<file path="src/rtl/dsm_cifb_mod.sv">
// N-th order CIFB delta-sigma modulator with a multi-level mid-tread quantizer,
// optional LFSR dither, saturating integrators and automatic instability recovery.
module dsm_cifb_mod #(
    parameter int          DW         = 20,
    parameter int          FRAC       = 15,
    parameter int          ORDER      = 2,
    parameter int          QBITS      = 2,
    parameter logic [15:0] GAIN_SHIFT = 16'h0000,
    parameter int          SAT_LIMIT  = 16,
    parameter logic [15:0] LFSR_SEED  = 16'hACE1
) (
    input  logic                    clock,
    input  logic                    reset,
    input  logic signed [DW-1:0]    vin,
    input  logic                    in_valid,
    input  logic                    dither_en,
    input  logic                    clr_ovf,
    output logic signed [QBITS-1:0] code,
    output logic                    out_valid,
    output logic                    ovf,
    output logic                    recovering
);

    localparam int EW  = DW + 2;
    localparam int QSH = FRAC - QBITS + 2;
    localparam int M   = (1 << (QBITS - 1)) - 1;

    localparam logic signed [EW-1:0] STEP = EW'(1 << QSH);
    localparam logic signed [EW-1:0] HALF = STEP >>> 1;
    localparam logic signed [EW-1:0] DSUB = STEP >>> 4;
    localparam logic signed [EW-1:0] QMAX = EW'(M);
    localparam logic signed [EW-1:0] QMIN = -QMAX;
    localparam logic signed [EW-1:0] SMAX = {3'b000, {(DW-1){1'b1}}};
    localparam logic signed [EW-1:0] SMIN = {3'b111, {(DW-1){1'b0}}};

    typedef enum logic [0:0] {ST_RUN = 1'b0, ST_RECOVER = 1'b1} state_t;

    state_t                 state_q;
    logic signed [DW-1:0]   x_q [ORDER];
    logic signed [QBITS-1:0] code_q;
    logic                   out_valid_q;
    logic                   ovf_q;
    logic                   rec_q;
    logic [7:0]             sat_cnt_q;
    logic [2:0]             rec_cnt_q;
    logic [15:0]            lfsr_q;

    logic signed [DW-1:0]   x_d [ORDER];
    logic signed [QBITS-1:0] code_d;
    logic [7:0]             sat_cnt_d;
    logic [15:0]            lfsr_d;

    logic signed [EW-1:0]   fb_s;
    logic signed [EW-1:0]   src_s [ORDER];
    logic [DW:0]            integ_s [ORDER];
    logic                   clamp_any_s;
    logic                   sat_hit_s;
    logic signed [EW-1:0]   base_s;
    logic signed [EW-1:0]   dith_s;
    logic signed [EW-1:0]   y_s;
    logic signed [EW-1:0]   qv_s;

    // One integrator update: {clamped, value}; the difference is scaled before accumulation.
    function automatic logic [DW:0] integ_step(
        input logic signed [DW-1:0] x,
        input logic signed [EW-1:0] src,
        input logic signed [EW-1:0] fb,
        input logic [3:0]           gsh
    );
        logic signed [EW-1:0] diff;
        logic signed [EW-1:0] sum;
        diff = (src - fb) >>> gsh;
        sum  = {{2{x[DW-1]}}, x} + diff;
        if (sum > SMAX) begin
            integ_step = {1'b1, SMAX[DW-1:0]};
        end else if (sum < SMIN) begin
            integ_step = {1'b1, SMIN[DW-1:0]};
        end else begin
            integ_step = {1'b0, sum[DW-1:0]};
        end
    endfunction

    // Integrator chain next state and the combined clamp indication.
    always_comb begin
        fb_s     = {{(EW-QBITS){code_q[QBITS-1]}}, code_q} <<< QSH;
        src_s[0] = {{2{vin[DW-1]}}, vin};
        for (int k = 1; k < ORDER; k++) begin
            src_s[k] = {{2{x_q[k-1][DW-1]}}, x_q[k-1]};
        end
        clamp_any_s = 1'b0;
        for (int k = 0; k < ORDER; k++) begin
            integ_s[k]  = integ_step(x_q[k], src_s[k], fb_s, GAIN_SHIFT[4*k +: 4]);
            x_d[k]      = integ_s[k][DW-1:0];
            clamp_any_s = clamp_any_s | integ_s[k][DW];
        end
    end

    // Dithered quantizer input, floor-shift quantizer with clamp, LFSR and sat counter.
    always_comb begin
        base_s = {{2{x_q[ORDER-1][DW-1]}}, x_q[ORDER-1]};
        dith_s = {{(EW-FRAC+3){lfsr_q[FRAC-4]}}, lfsr_q[FRAC-4:0]} - DSUB;
        if (dither_en) begin
            y_s = base_s + dith_s;
        end else begin
            y_s = base_s;
        end
        qv_s = (y_s + HALF) >>> QSH;
        if (qv_s > QMAX) begin
            code_d = QMAX[QBITS-1:0];
        end else if (qv_s < QMIN) begin
            code_d = QMIN[QBITS-1:0];
        end else begin
            code_d = qv_s[QBITS-1:0];
        end
        lfsr_d = {lfsr_q[14:0], lfsr_q[15] ^ lfsr_q[13] ^ lfsr_q[12] ^ lfsr_q[10]};
        if (clamp_any_s) begin
            sat_cnt_d = sat_cnt_q + 8'd1;
        end else begin
            sat_cnt_d = 8'd0;
        end
        sat_hit_s = clamp_any_s && (sat_cnt_q == 8'(SAT_LIMIT - 1));
    end

    // Loop state, RUN/RECOVER control and registered outputs. recovering stays high
    // from the entry sample through all but the last of the ORDER recovery samples.
    always_ff @(posedge clock) begin
        if (reset) begin
            state_q     <= ST_RUN;
            for (int k = 0; k < ORDER; k++) begin
                x_q[k] <= '0;
            end
            code_q      <= '0;
            out_valid_q <= 1'b0;
            ovf_q       <= 1'b0;
            rec_q       <= 1'b0;
            sat_cnt_q   <= 8'd0;
            rec_cnt_q   <= 3'd0;
            lfsr_q      <= LFSR_SEED;
        end else begin
            out_valid_q <= in_valid;
            if (clr_ovf) begin
                ovf_q <= 1'b0;
            end
            if (in_valid) begin
                lfsr_q <= lfsr_d;
                case (state_q)
                    ST_RUN: begin
                        if (clamp_any_s) begin
                            ovf_q <= 1'b1;
                        end
                        if (sat_hit_s) begin
                            for (int k = 0; k < ORDER; k++) begin
                                x_q[k] <= '0;
                            end
                            code_q    <= '0;
                            rec_q     <= 1'b1;
                            sat_cnt_q <= 8'd0;
                            rec_cnt_q <= 3'd0;
                            state_q   <= ST_RECOVER;
                        end else begin
                            for (int k = 0; k < ORDER; k++) begin
                                x_q[k] <= x_d[k];
                            end
                            code_q    <= code_d;
                            sat_cnt_q <= sat_cnt_d;
                        end
                    end
                    ST_RECOVER: begin
                        for (int k = 0; k < ORDER; k++) begin
                            x_q[k] <= '0;
                        end
                        code_q <= '0;
                        if (rec_cnt_q == 3'(ORDER - 1)) begin
                            rec_cnt_q <= 3'd0;
                            sat_cnt_q <= 8'd0;
                            rec_q     <= 1'b0;
                            state_q   <= ST_RUN;
                        end else begin
                            rec_cnt_q <= rec_cnt_q + 3'd1;
                        end
                    end
                    default: begin
                        state_q <= ST_RUN;
                        rec_q   <= 1'b0;
                    end
                endcase
            end
        end
    end

    assign code       = code_q;
    assign out_valid  = out_valid_q;
    assign ovf        = ovf_q;
    assign recovering = rec_q;

endmodule

</file>
<file path="config.mk">
export PLATFORM = sky130hd
export DESIGN_NAME = dsm_cifb_mod
export DESIGN_NICKNAME = d
export VERILOG_FILES = /design/src/rtl/dsm_cifb_mod.sv
export SDC_FILE = /design/constraint.sdc
export NUM_CORES = 1
export LEC_CHECK = 0
export ABC_AREA = 0
export CAP_MARGIN = 20
export CORE_MARGIN = 3
export CORE_UTILIZATION = 57
export CTS_CLUSTER_SIZE = 12
export DETAILED_ROUTE_END_ITERATION = 6
export HOLD_SLACK_MARGIN = 0.05
export PLACE_DENSITY = 0.75
export SYNTH_ARGS = -nofsm -noshare
export SYNTH_HDL_FRONTEND = slang
export SYNTH_SLANG_ARGS = --single-unit
</file>
<file path="constraint.sdc">
create_clock -name clock -period 3.65 [get_ports clock]
set_input_delay 0.73 -clock clock [delete_from_list [all_inputs] [get_ports clock]]
set_output_delay 0.73 -clock clock [all_outputs]
set_load 0.1 [all_outputs]
</file>
## Yosys cells after proc, flatten, opt, wreduce, memory -nomap -nowiden

Memory sizes are Yosys's and may differ from the RTL's.
Cells that the tools add are included.

| storage, ports and cells | value |
|---|---|
| RAM bits | 40 |
| output and inout port bits | 5 |
| flip-flop bits (word level) | 33 |
| memories | 1 |

Memory list:

| memory | words | width | rd ports | clocked after memory_dff | wr ports | line | text |
|---|---|---|---|---|---|---|---|
| x_q | 2 | 20 | 2 | 0 | 2 | 39 | `logic signed [DW-1:0] x_q [ORDER];` |

| operators by class | value |
|---|---|
| reduce and logical (&&, ||, !) cells | 4 |
| bitwise gates (word level) | 11 |
| $lt $le $gt $ge | 6 |
| mux-type cells | 47 |
| add/sub/neg operators | 9 |
| equality and inequality tests | 4 |

Operators with widths:

| kind | count |
|---|---|
| 20-bit 2-to-1 mux | 6 |
| 21-bit 2-to-1 mux | 4 |
| 20-bit by 21-bit adder with 22-bit output | 2 |
| 22-bit by 20-bit > comparator with 1-bit output, second input constant | 2 |
| 22-bit by 20-bit < comparator with 1-bit output, second input constant | 2 |
| 20-bit by 17-bit subtractor with 21-bit output | 2 |
| 8-bit 2-to-1 mux | 3 |
| 1-bit 2-to-1 mux | 23 |
| 22-bit by 16-bit adder with 22-bit output, second input constant | 1 |
| 22-bit 2-to-1 mux | 1 |
| 20-bit by 14-bit adder with 21-bit output | 1 |
| 8-bit one-hot mux with 2 select lines | 1 |
| 12-bit by 13-bit subtractor with 14-bit output, second input constant | 1 |
| 8-bit by 1-bit adder with 8-bit output, second input constant | 1 |
| 8-bit by 4-bit equality test with 1-bit output, second input constant | 1 |
| 7-bit by 2-bit > comparator with 1-bit output, second input constant | 1 |
| 7-bit by 1-bit < comparator with 1-bit output, second input constant | 1 |
| 1-bit bitwise OR | 7 |
| 2-bit 2-to-1 mux | 3 |
| 3-bit 2-to-1 mux | 2 |
| 3-bit one-hot mux with 2 select lines | 1 |
| 1-bit one-hot mux with 2 select lines | 2 |
| 2-bit one-hot mux with 2 select lines | 1 |
| 2-bit AND reduction | 2 |
| 8 further kinds | 10 |

## Logic depth before layout (Yosys ltp)

Gate-level depths: netlist (run 1).
An unclocked memory read counts as a cell.

| logic depth | value |
|---|---|
| depth in word-level cells | 16 |
| gate-level depth with buffers | 17 |

## Least setup slack after synthesis (run 1)

OpenSTA, ideal clock, no wires.

| timing | value |
|---|---|
| kind | register to register |
| from | register code_q[1] (netlist: code[1]) |
| to | memory x_q[1][4] (netlist: x_q[0][24]) (data pin) |
| period minus slack after synthesis | 4.474 ns |
| required time | 3.481 ns |
| data arrival time | 4.305 ns |
| cell stages (with the launch flop) | 17 |
| library setup time | 0.169 ns |
| path slack | -0.824 ns |
| cell sequence | dfxtp_1 > fa_1 > inv_1 > ha_1 > buf_2 > a21o_1 > a211o_1 > nor2_1 > o21ai_0 > o21ai_1 > xnor2_1 > or2_1 > mux2_2 > o21ai_4 > nand3_2 > clkbuf_2 > o31ai_1 |

RTL lines:

| item | line | text |
|---|---|---|
| start: declaration | 40 | `logic signed [QBITS-1:0] code_q;` |
| start signal: assignment | 164 | `code_q <= code_d;` |
| end: declaration | 39 |  |

==> out/summary.txt, run 1 <==
Status: finished with violations
Failing checks: negative setup slack
Crit-path most repeated cell: o21ai_2
Max Clk Rate: 259.4 MHz
FF-to-FF path depth: 17
IO Pins: 30
Grt ovf: 0
CTS hold repair buffers: 0
Seq/Total Area, Yosys: 0.2598
Clock slew at the register clock pins of the worst setup and hold paths: 0.06 ns
Most common cell after layout, fill and taps aside: inv_1
First-pass GRT wire length: 33550 um
Top cells by area, synth: ha_1 19%, edfxtp_1 17%, dfxtp_1 9.2%
CP required: 3.85 ns
Worst r2r src: x_q[0][16]$_SDFFCE_PP0P_
Row Count: 40
Fin nets: 1139
DRT Wirelength: 22910 um
R2r endpoint: x_q[0][22]$_SDFFCE_PP0P_
DRT iter0 DRCs: 587
Worst hold path depth: 2
Metal1 wirelength: 8795 um
Max stage delay on crit path: 0.47 ns
Cell variety after synth: 68
GP Congestion: 1.006
Initial antenna violation count: 0
WHS Endpoint: lfsr_q[15]$_SDFFE_PP1P_
WS Path Type: in2reg
Wire per inst: 19.61 um
WL met3: 1235 um
DRC: 0
CP Capture Type: flop
Initial Util: 0.5893
Arrival time at the worst endpoint: 4.06 ns
Post-synth EDFFs: 40
Syn Area/Cell: 8.442 um^2
Critical path launch point type: primary input
H-tree Lvls: 3
Fin crit share: 1.056
Max-Cap Viols: 0
Final setup viols: 49
Final Hold Fails: 0
CTS buffer count: 9
Area taken by multi-input logic gates: 5622 um^2
Vias post-DR: 7108
Sequential cell area: 1868 um^2
Synth-to-layout area growth: 37.55%
GRT Total Usage: 0.2964
Syn Nets: 993
Crit-path cells: clkdlybuf4s50_1 -> ha_1 -> inv_1 -> ha_2 -> nor2b_1 -> o21a_1 -> o21ai_2 -> a311oi_4 -> a21oi_2 -> xnor2_1 -> or2_1 -> mux2_4 -> o21ai_4 -> buf_12 -> buf_6 -> nand3_4 -> o21ai_2
Min Tclk post-route: 3.855 ns
Ys async rst share: 0
Max FO, Critical Path: 4
Vias in the first global route: 6927
Largest area contributor in the netlist: ha_1
CP top delay family: compound AO/OA/AOI/OAI gates
Total Die Area: 13950 um^2
Port bufs: 29
HPWL Detailed: 14340 um
Post-Syn Instances: 849
Final setup margin: -0.2050 ns
Crit-path slowest cell: clkdlybuf4s50_1
Initial DRT Pass Iterations: 5
Ys Warns: 0
Post-Syn Area: 7167 um^2
Worst hold path class: reg2reg
Layout fillers: 692
Dominant synthesized flop cell: edfxtp_1
CTS tree: yes
Antenna-violating nets left: 0
Met2 Wirelength: 11890 um
Core ar.: 12160 um^2
Antenna cell count: 0
Hold_sp: lfsr_q[14]$_SDFFE_PP0P_
Die Y-Extent: 118.1 um
Root Driver: clkbuf_16
Pin count of the biggest net entering global routing: 40
Fin Hold WS: 0.4908 ns
Most frequent cells in the layout: 133 x inv_1, 108 x buf_4, 70 x ha_1
Clk sinks: 73
Slew Viols, Final: 0
RSZ-0062 raised after global routing: yes
Utilization after layout: 0.8106
Least-Margin Pin Slew: 0.9788 ns
Max Root-Sink Buffers: 2
Die width: 118.1 um
Worst-Skew Late Latency: 0.35 ns
Final setup skew: 0.008607 ns
Top-area cell type share of the netlist area: 0.1903
Worst path bufs/invs: 4
Dpl cells: 1112
Vias per cell: 6.086
FF-to-FF setup slack: -0.13 ns
Synthesized flop and latch total: 73
Top sig layer: met4
Fraction of layout cells with a size suffix above 1: 0.3310
Final cell count without fillers: 1168
Pre-CTS setup slack: -0.9530 ns
Slew headroom: 0.3454
-- registers in the layout, summed over array words and instances (netlist names) --
| register | flops |
|---|---|
| state_q | 1 |
| recovering | 1 |
| sat_cnt_q | 8 |
| x_q | 40 |
| out_valid | 1 |
| code | 2 |
| ovf | 1 |
| rec_cnt_q | 3 |
| lfsr_q | 16 |
-- tightest hold or removal path, stage by stage (launching register included) --
cell and delay, ns:
dfxtp_1 0.33, mux2i_1 0.08, nand2_1 0.06
-- per-stage QoR --
stage / area [um^2] / setup TNS [ns]
floorplan: 7246 / -3.715
global placement: 8252 / -41.19
detailed placement: 8252 / -47.40
CTS: 9412 / -0.005870
global route: 9858 / -11.79
finish: 9858 / -6.070
-- synth_stat cells (3+ instances only) --
library cell / n
xnor2_1: 33
mux2i_1: 19
a31oi_1: 7
o21ai_0: 40
a211oi_1: 7
buf_2: 9
edfxtp_1: 40
o21ai_1: 20
nand3_1: 14
xor2_1: 13
nand2b_1: 11
nand2_1: 48
o21bai_1: 10
ha_1: 109
dfxtp_1: 33
and2_1: 5
mux2_2: 3
nor3_1: 10
nor3b_1: 3
a211o_1: 5
o31ai_1: 11
nor2b_1: 9
a21o_1: 29
clkbuf_1: 7
nand4_1: 7
a21oi_1: 46
o221ai_1: 3
o21a_1: 6
nor2_1: 46
inv_1: 176
and3_1: 5
fa_1: 10
o22ai_1: 3
o211ai_1: 5
-- kinds of logic after synthesis --
family / Yosys count / synth area share
AO/OA/AOI/OAI: 222 / 0.2099
XOR/XNOR: 47 / 0.05936
adder cells (fa/ha/maj): 119 / 0.2182
buffers and inverters: 196 / 0.1044
flip-flops: 73 / 0.2598
multiplexers: 22 / 0.03125
AND/OR/NAND/NOR: 170 / 0.1171
-- metal layers --
layer  up-vias  track usage
met5         -            0
met4         0       0.1172
met3        97      0.04258
met2       355       0.5516
met1      3407       0.3392
li1       3249            -
-- worst max-delay path by stage --
| stage | startpoint | to | slack [ns] | depth (start not counted) |
|---|---|---|---|---|
| after floorplan | vin[16] | x_q[0][24]$_SDFFCE_PP0P_ | -0.15 | 17 |
| after global placement | vin[16] | x_q[0][16]$_SDFFCE_PP0P_ | -0.81 | 17 |
| after detailed placement | vin[16] | x_q[0][23]$_SDFFCE_PP0P_ | -0.95 | 17 |
| after CTS | x_q[0][16]$_SDFFCE_PP0P_ | x_q[0][9]$_SDFFCE_PP0P_ | -0.004 | 16 |
| after global routing | x_q[0][16]$_SDFFCE_PP0P_ | x_q[0][29]$_SDFFCE_PP0P_ | -0.32 | 16 |
| final | vin[0] | x_q[0][22]$_SDFFCE_PP0P_ | -0.20 | 17 |
-- area by class of cell --
class / instances / area share
well taps: 168 / 0.02132
flip-flops and latches: 73 / 0.1895
clock inverters: 5 / 0.006219
inverters: 177 / 0.06816
clock buffers: 11 / 0.02462
repair buffers: 144 / 0.1199
multi-input cells: 590 / 0.5703
-- timing repair --
item | in CTS | in global routing
resized for setup | 171 | 73
setup endpoints to repair | 56 | 53
cloned | 8 | 2
buffers inserted | 28 | 5
pin swaps | 79 | 28
Power of run 1 is left out: the tool's default activity adds up to more than one toggle a clock period on the data nets, which glitch-free logic cannot reach.
==> run 2: changes to the inputs <==
--- a/config.mk
+++ b/config.mk
@@ -12,7 +12,7 @@
 export CTS_CLUSTER_SIZE = 12
 export DETAILED_ROUTE_END_ITERATION = 6
 export HOLD_SLACK_MARGIN = 0.05
-export PLACE_DENSITY = 0.75
+export PLACE_DENSITY = 0.76
 export SYNTH_ARGS = -nofsm -noshare
 export SYNTH_HDL_FRONTEND = slang
 export SYNTH_SLANG_ARGS = --single-unit
==> out/summary.txt, run 2 (same netlist as run 1, synthesis figures left out) <==
Wire per inst: 19.19 um
Initial antenna violation count: 0
Total Die Area: 13950 um^2
Die Y-Extent: 118.1 um
Final setup viols: 51
Final setup skew: 0.008184 ns
Layout fillers: 739
Initial DRT Pass Iterations: 5
Antenna cell count: 0
Setup TNS: -6.552 ns
Min Tclk post-route: 3.889 ns
Least-Margin Pin Slew: 1.032 ns
Area taken by multi-input logic gates: 5482 um^2
Final Hold Fails: 0
IO Pins: 30
Die width: 118.1 um
HPWL Detailed: 14360 um
CTS buffer count: 9
First-pass GRT wire length: 32590 um
Max Root-Sink Buffers: 2
DRC: 0
Placed cell area: 8289 um^2
GRT Total Usage: 0.2872
CP required: 3.83 ns
Slew Viols, Final: 0
Most common cell after layout, fill and taps aside: inv_1
DRT iter0 DRCs: 448
Worst-Skew Late Latency: 0.35 ns
Max FO, Critical Path: 7
Vias in the first global route: 6852
Clock slew at the register clock pins of the worst setup and hold paths: 0.06 ns
RSZ-0062 raised after global routing: yes
Vias post-DR: 6901
CP top delay family: compound AO/OA/AOI/OAI gates
GP Congestion: 0.9980
Pin count of the biggest net entering global routing: 40
Grt ovf: 0
Worst path bufs/invs: 3
CP Capture Type: flop
Crit-path slowest cell: fa_1
Status: finished with violations
Biggest register: x_q
Max reg flops: 40
Regs by FF count: x_q x40, lfsr_q x16, sat_cnt_q x8
Fin nets: 1133
Failing checks: negative setup slack
Most frequent cells in the layout: 134 x inv_1, 103 x buf_4, 74 x ha_1
Clk sinks: 73
Vias per cell: 5.939
Fin crit share: 1.065
Root Driver: clkbuf_16
DRT Wirelength: 22290 um
Worst hold path class: reg2reg
Slew headroom: 0.3123
CTS hold repair buffers: 0
Core ar.: 12160 um^2
H-tree Lvls: 3
Synth-to-layout area growth: 34.83%
CTS tree: yes
Fraction of layout cells with a size suffix above 1: 0.3139
WS Path Type: reg2reg
Max-Cap Viols: 0
Row Count: 40
Max stage delay on crit path: 0.56 ns
Sequential cell area: 1867 um^2
Final setup margin: -0.2386 ns
Antenna-violating nets left: 0
Arrival time at the worst endpoint: 4.07 ns
Max Clk Rate: 257.2 MHz
Fin Hold WS: 0.4876 ns
Final Instance Area: 9663 um^2
Crit-path cells: inv_2 -> fa_1 -> inv_2 -> ha_4 -> a21o_1 -> a211o_1 -> nor2_1 -> o21ai_1 -> o21ai_2 -> xnor2_2 -> or2_1 -> mux2_4 -> o21ai_4 -> buf_8 -> nand3_4 -> o21ai_2
Port bufs: 29
Critical path launch point type: flop
Initial Util: 0.5893
[run 2: changes by cell type in the layout (fill, tap and decap cells not counted), moves of 3 or more]
cell | previous run | this run
ha_4 | 36 | 32
o21ai_2 | 32 | 26
buf_4 | 108 | 103
dlygate4sd2_1 | 11 | 14
o31ai_2 | 2 | 5
o21ai_1 | 11 | 15
nand3_2 | 1 | 4
ha_1 | 70 | 74
clkbuf_2 | 0 | 3
nand3_4 | 15 | 10
buf_2 | 4 | 0
[run 2: stage by stage]
step                      utilization  instances  setup WS, ns
final                          0.7945       1162       -0.2386
after global routing           0.7945       1162       -0.2959
after CTS                      0.7602       1147      0.001148
after detailed placement       0.6816       1117        -1.045
after global placement         0.6816       1117       -0.8134
after floorplan                     -        849       -0.1528
[run 2: repair_timing]
action / 4_1_cts / 5_1_grt
buffers inserted: 13 / 11
pin swaps: 71 / 42
cloned: 4 / 4
resized for setup: 133 / 81
setup endpoints to repair: 56 / 53
[run 2: area by class of cell]
cell class,instances,area share
multi-input cells,588,0.5673
inverters,177,0.06953
flip-flops and latches,73,0.1932
well taps,168,0.02175
clock buffers,10,0.02590
repair buffers,140,0.1176
clock inverters,6,0.004791
[run 2: worst paths after layout]
check	depth (start not counted)	slack (ns)	endpoint	start
max	16	-0.24	x_q[0][6]$_SDFFCE_PP0P_	x_q[0][16]$_SDFFCE_PP0P_
min	2	0.49	lfsr_q[15]$_SDFFE_PP1P_	lfsr_q[14]$_SDFFE_PP0P_
max reg2reg	16	-0.24	x_q[0][6]$_SDFFCE_PP0P_	x_q[0][16]$_SDFFCE_PP0P_
min reg2reg	2	0.49	lfsr_q[15]$_SDFFE_PP1P_	lfsr_q[14]$_SDFFE_PP0P_
[run 2: layer usage]
layer  part of all wire  GRT usage
met1               0.37     0.3283
met2               0.51     0.5105
met3              0.059    0.04880
met4              0.058     0.1524
met5                  0          0
[run 2: tightest hold or removal path: cells and delay by family, from the launching register on]
family	cells	cell delay [ns]
simple gates	1	0.06
mux	1	0.07
flops	1	0.33
Power of run 2 is left out for the same reason.
==> variant 1, RTL diff (flow settings as in run 2) <==
`SAT_LIMIT`: 16 -> 15.
--- a/src/rtl/dsm_cifb_mod.sv
+++ b/src/rtl/dsm_cifb_mod.sv
@@ -7,5 +7,5 @@
     parameter int          QBITS      = 2,
     parameter logic [15:0] GAIN_SHIFT = 16'h0000,
-    parameter int          SAT_LIMIT  = 16,
+    parameter int          SAT_LIMIT  = 15,
     parameter logic [15:0] LFSR_SEED  = 16'hACE1
 ) (
Check against the original RTL: no difference found for any inputs over 4 cycles, from zero or initial values and one cycle with reset high; that may be too few to reach the edited logic, so the function may still have changed.
==> variant 1 against run 2 <==
The flow still finishes with violations (setup timing). First-iteration DRC count increased by 61%. Worst setup slack improved by 0.16 ns. Sequential cell count unchanged. Area after synthesis decreased by 0.14%. Design area increased by 2.8%. Sequential share of layout area decreased by 0.53 points. Routed wire length decreased by 2.1%. Core utilization increased by 2.3 points.
Power is not shown: default switching activity piles up to over one toggle a cycle in this logic, so the estimate is an artifact.
==> variant 1: results (changes against run 2) <==
[grt]
grt_max_degree=41  ; +2.5%
grt_usage_pct=28.5  ; -0.17 points
grt_pass1_vias=7019  ; +2.4%

[synthesis]
synthTopCellsByArea=ha_1 19%, edfxtp_1 17%, dfxtp_1 9.2%, inv_1 8.8%, a21oi_1 5.9%
synth_ff_type=edfxtp_1
ys_types=67  ; -1.5%
yosys.area_share.adder_pct=22.0  ; +0.21 points
synth-xor-area-share_pct=4.90  ; -1.0 points
synth_mux_area_share_pct=2.80  ; -0.33 points
synth_commonest_cells=168 x inv_1, 110 x ha_1, 84 x a21oi_1
syn_avg_cell_area_um2=8.21  ; -2.8%
synth.net_count=1017  ; +2.4%
synth_compound_area_share_pct=18.4  ; -2.5 points
yosysSeqAreaShare_pct=26.0  ; +0.036 points

[timing]
tightest_slew_ns=0.965  ; -0.0662 ns
finalSetupTns_ns=-2.00  ; +4.56 ns
setup_viol=41  ; -20%
whs_ns=0.477  ; -0.0103 ns
worst_slack_ns=-0.0830  ; +0.156 ns
finalClockSkew_ns=0.00571  ; -0.00248 ns

[detailed_routing]
initialDrtViolationCount=721  ; +61%
dr.pass1.iters=5  ; unchanged
detail_route.wl_per_cell_um=18.4  ; -3.8%
vias_per_cell=6.05  ; +1.8%

[hold_path]
hold_start=recovering$_SDFFE_PP0P_
holdPathEnd=recovering$_SDFFE_PP0P_

[layout]
n_sequential_cell=73  ; unchanged
nFillCells=679  ; -8.1%
buf_share_pct=14.0  ; +2.2 points
final_cell_count_no_fill=1183  ; +1.8%
nNonClkBuffers=149  ; +6.4%
clock_area_share_pct=3.22  ; +0.15 points
multi_input_area_share_pct=55.5  ; -1.2 points
final_nets=1155  ; +1.9%
inverters=168  ; -5.1%
seq-cell-share_pct=18.8  ; -0.53 points
num-multi-input-gates=609  ; +3.6%

[placement]
postPlaceCellArea_um2=8480  ; +2.3%
place_inst=1143  ; +2.3%
dp_hpwl_um=13500  ; -5.8%
gp_congestion=0.927  ; -7.1%
dp_slack_ns=-0.822  ; +0.223 ns
port_buffers=29  ; unchanged

[run_status]
status=finished with violations
violations=setup timing

[worst_setup_path]
arrival_ns=3.94  ; -0.13 ns
rr_endpoint=x_q[0][28]$_SDFFCE_PP0P_
reg2reg_depth=16  ; unchanged
cp_max_fo=5  ; -2
slowest_delay_ns=0.44  ; -0.12 ns

==> variant 1: cell types whose count changed in the layout (fill, tap and decap cells not counted), moves of 6 or more <==
cell | run 2 | this run
a21oi_1 | 32 | 72
nor2_4 | 2 | 31
o21ai_2 | 26 | 3
inv_2 | 41 | 27
o21ai_1 | 15 | 4
a31oi_1 | 5 | 15
nand3_4 | 10 | 0
a21o_1 | 29 | 21
and3_1 | 3 | 11
o21ai_0 | 20 | 12
o21bai_1 | 10 | 3
xnor2_1 | 31 | 25
==> variant 1: metal layers <==
layer | wire length (um) | up-vias | GRT usage (%) | part of all wire (%)
met3 | 1310 | 83 | 3.80 | 6.0
met5 | 0 | - | 0 | 0
met1 | 8490 | 3428 | 33.4 | 39
met2 | 11000 | 340 | 52.5 | 51
met4 | 991 | 0 | 11.5 | 4.5
li1 | - | 3301 | - | -
==> variant 1: repair_timing <==
item                       in CTS  in global routing
buffers inserted                9                 10
cloned                          5                  1
setup endpoints to repair      56                 55
resized for setup             148                 88
pin swaps                      91                 40
==> variant 2, RTL diff (settings of run 2) <==
Made on the original files. Add an input register stage for `vin`, cleared by the reset; this delays it by one clock. The other inputs are not delayed to match.
--- a/src/rtl/dsm_cifb_mod.sv
+++ b/src/rtl/dsm_cifb_mod.sv
@@ -36,4 +36,14 @@
     typedef enum logic [0:0] {ST_RUN = 1'b0, ST_RECOVER = 1'b1} state_t;
 
+    logic signed [DW-1:0] vin_q;
+
+    always_ff @(posedge clock) begin
+        if (reset) begin
+            vin_q <= '0;
+        end else begin
+            vin_q <= vin;
+        end
+    end
+
     state_t                 state_q;
     logic signed [DW-1:0]   x_q [ORDER];
@@ -84,5 +94,5 @@
     always_comb begin
         fb_s     = {{(EW-QBITS){code_q[QBITS-1]}}, code_q} <<< QSH;
-        src_s[0] = {{2{vin[DW-1]}}, vin};
+        src_s[0] = {{2{vin_q[DW-1]}}, vin_q};
         for (int k = 1; k < ORDER; k++) begin
             src_s[k] = {{2{x_q[k-1][DW-1]}}, x_q[k-1]};
Behaviour: not the same (Yosys sat finds a counterexample within 4 cycles, from zero or initial values and one cycle with reset high).
==> variant 2 against run 2 <==
Area after synthesis up 7.6%. Critical endpoint is now x_q[0][34]$_SDFFCE_PP0P_. Global-route usage down 6.4 points. Design area down 8.1%. Core utilization down 11 points. Worst setup slack better by 0.32 ns. Sequential cell count up 20. Routed wire length down 25%.
Power is left out: the tool's default activity adds up to more than one toggle a clock period on the data nets, which glitch-free logic cannot reach.
==> variant 2: results (changes against run 2) <==
[synthesis]
yosys_warnings=0  ; unchanged
synthTopCellsByArea=ha_1 18%, edfxtp_1 16%, dfxtp_1 14%, inv_1 8.5%, a21oi_1 4.8%
synth_ff_type=dfxtp_1
async_flop_share_pct=0  ; unchanged
synth_commonest_cells=174 x inv_1, 109 x ha_1, 74 x a21oi_1
yosysSeqAreaShare_pct=29.3  ; +3.4 points
ys_types=68  ; unchanged
synth_edf_count=40  ; unchanged

[detailed_routing]
dr.pass1.iters=5  ; unchanged
initialDrtViolationCount=479  ; +6.9%
vias=6437  ; -6.7%
drt_wl_total_um=16700  ; -25%

[grt]
antenna_found_initial=0  ; unchanged
grt_max_degree=44  ; +10%
grt_pass1_vias=5830  ; -15%
grt_usage_pct=22.4  ; -6.4 points
grt_pass1_wl_um=27000  ; -17%

[layout]
insertedDiodeCount=0  ; unchanged
final_nets=1125  ; -0.71%
reg_top3=x_q (40), vin_q (20), lfsr_q (16)
post_route_cells_drive_above_1_share_pct=10.8  ; -21 points
final_cell_area_um2=8880  ; -8.1%

[cts]
root_buffer=clkbuf_16
htreeDepth=3  ; unchanged
cts_buffers=9  ; unchanged
clk_pin_slew_worst_paths_ns=0.07
clockBufferDepth=2  ; unchanged
clock_latency_ns=0.36

[worst_setup_path]
cpMaxStageDelayCell=fa_1
cp_max_fo=8  ; +1
arrival_ns=3.66  ; -0.41 ns
slowest_delay_ns=0.54  ; -0.02 ns

[placement]
gp_congestion=0.921  ; -7.7%
dp_hpwl_um=12600  ; -12%
port_buffers=29  ; unchanged
postPlaceCellArea_um2=8360  ; +0.80%

[floorplan]
die_w_um=122  ; +3.5%
rows=41  ; +2.5%

[timing]
slew_headroom_pct=34.0  ; +2.7 points
finalClockSkew_ns=0.0127  ; +0.00449 ns
maxSlewViolCount=0  ; unchanged

[run_status]
status=completed

[hold_path]
worst_hold_path_type=reg -> reg

variant 2: cell count changes in the layout (fill, tap and decap cells not counted), sizes merged, moves of 12 or more:
cell	before	now
buf	113	36
a21oi	47	75
nand2	48	71
dfxtp	33	53
nor2b	9	29
clkdlybuf4s50	9	27
dlygate4sd2	14	0
o21ai	62	50
xnor2	33	21
variant 2: layout make-up:
cell class | instances | area [um^2]
clock buffers | 10 | 229
clock inverters | 6 | 55.1
fillers | 1059 | 4050
inverters | 174 | 653
multi-input cells | 639 | 4860
flip-flops and latches | 93 | 2270
well taps | 172 | 215
repair buffers | 64 | 594
variant 2: metal layers:
layer  vias to the layer above  track usage [%]  wire length [um]
li1                       3280                -                 -
met4                         0             5.46               240
met2                       125             37.1              7910
met1                      3010             30.9              7870
met3                        22             3.23               631
met5                         -                0                 0
variant 2: worst max-delay path: cells and delay by family (launching register included):
kind / cells / cell delay [ns]
adder cells (fa/ha/maj): 2 / 0.93
buffers and inverters: 2 / 0.26
AND/OR/NAND/NOR: 1 / 0.19
flip-flops: 1 / 0.39
XOR/XNOR: 1 / 0.18
AO/OA/AOI/OAI: 7 / 1.36
variant 2: through the flow:
stage	setup WS, ns	instances	utilization (%)	hold WS (ns)
global placement	-0.0503	1139	64.6	0.456
floorplan	0.0334	929	-	0.445
CTS	0.00471	1155	66.9	0.475
finish	0.0863	1158	68.7	0.470
global route	-0.0418	1158	68.7	0.499
detailed placement	-0.114	1139	64.6	0.460
variant 2: what timing repair did:
| action | in CTS | in global routing |
|---|---|---|
| buffers inserted | 0 | 2 |
| hold buffers | 0 | 0 |
| setup endpoints to repair | 18 | 55 |
| pin swaps | 1 | 18 |
| resized for setup | 2 | 46 |
| gates cloned | 0 | 1 |
variant 2: final timing paths:
kind | cells after the start | from | end | slack (ns)
hold reg to reg | 2 | lfsr_q[14]$_SDFFE_PP0P_ | lfsr_q[15]$_SDFFE_PP1P_ | 0.47
setup / recovery | 13 | code[1]$_SDFFE_PP0P_ | x_q[0][34]$_SDFFCE_PP0P_ | 0.09
setup reg to reg | 13 | code[1]$_SDFFE_PP0P_ | x_q[0][34]$_SDFFCE_PP0P_ | 0.09
hold / removal | 2 | lfsr_q[14]$_SDFFE_PP0P_ | lfsr_q[15]$_SDFFE_PP1P_ | 0.47
variant 2: logic make-up after synthesis:
group	count (synthesis)	synth area share (%)
simple gates	238	15.0
compound gates	225	18.8
buf+inv	197	9.77
fa+ha+maj	119	20.3
flops	93	29.3
xor+xnor	39	4.43
mux	18	2.35
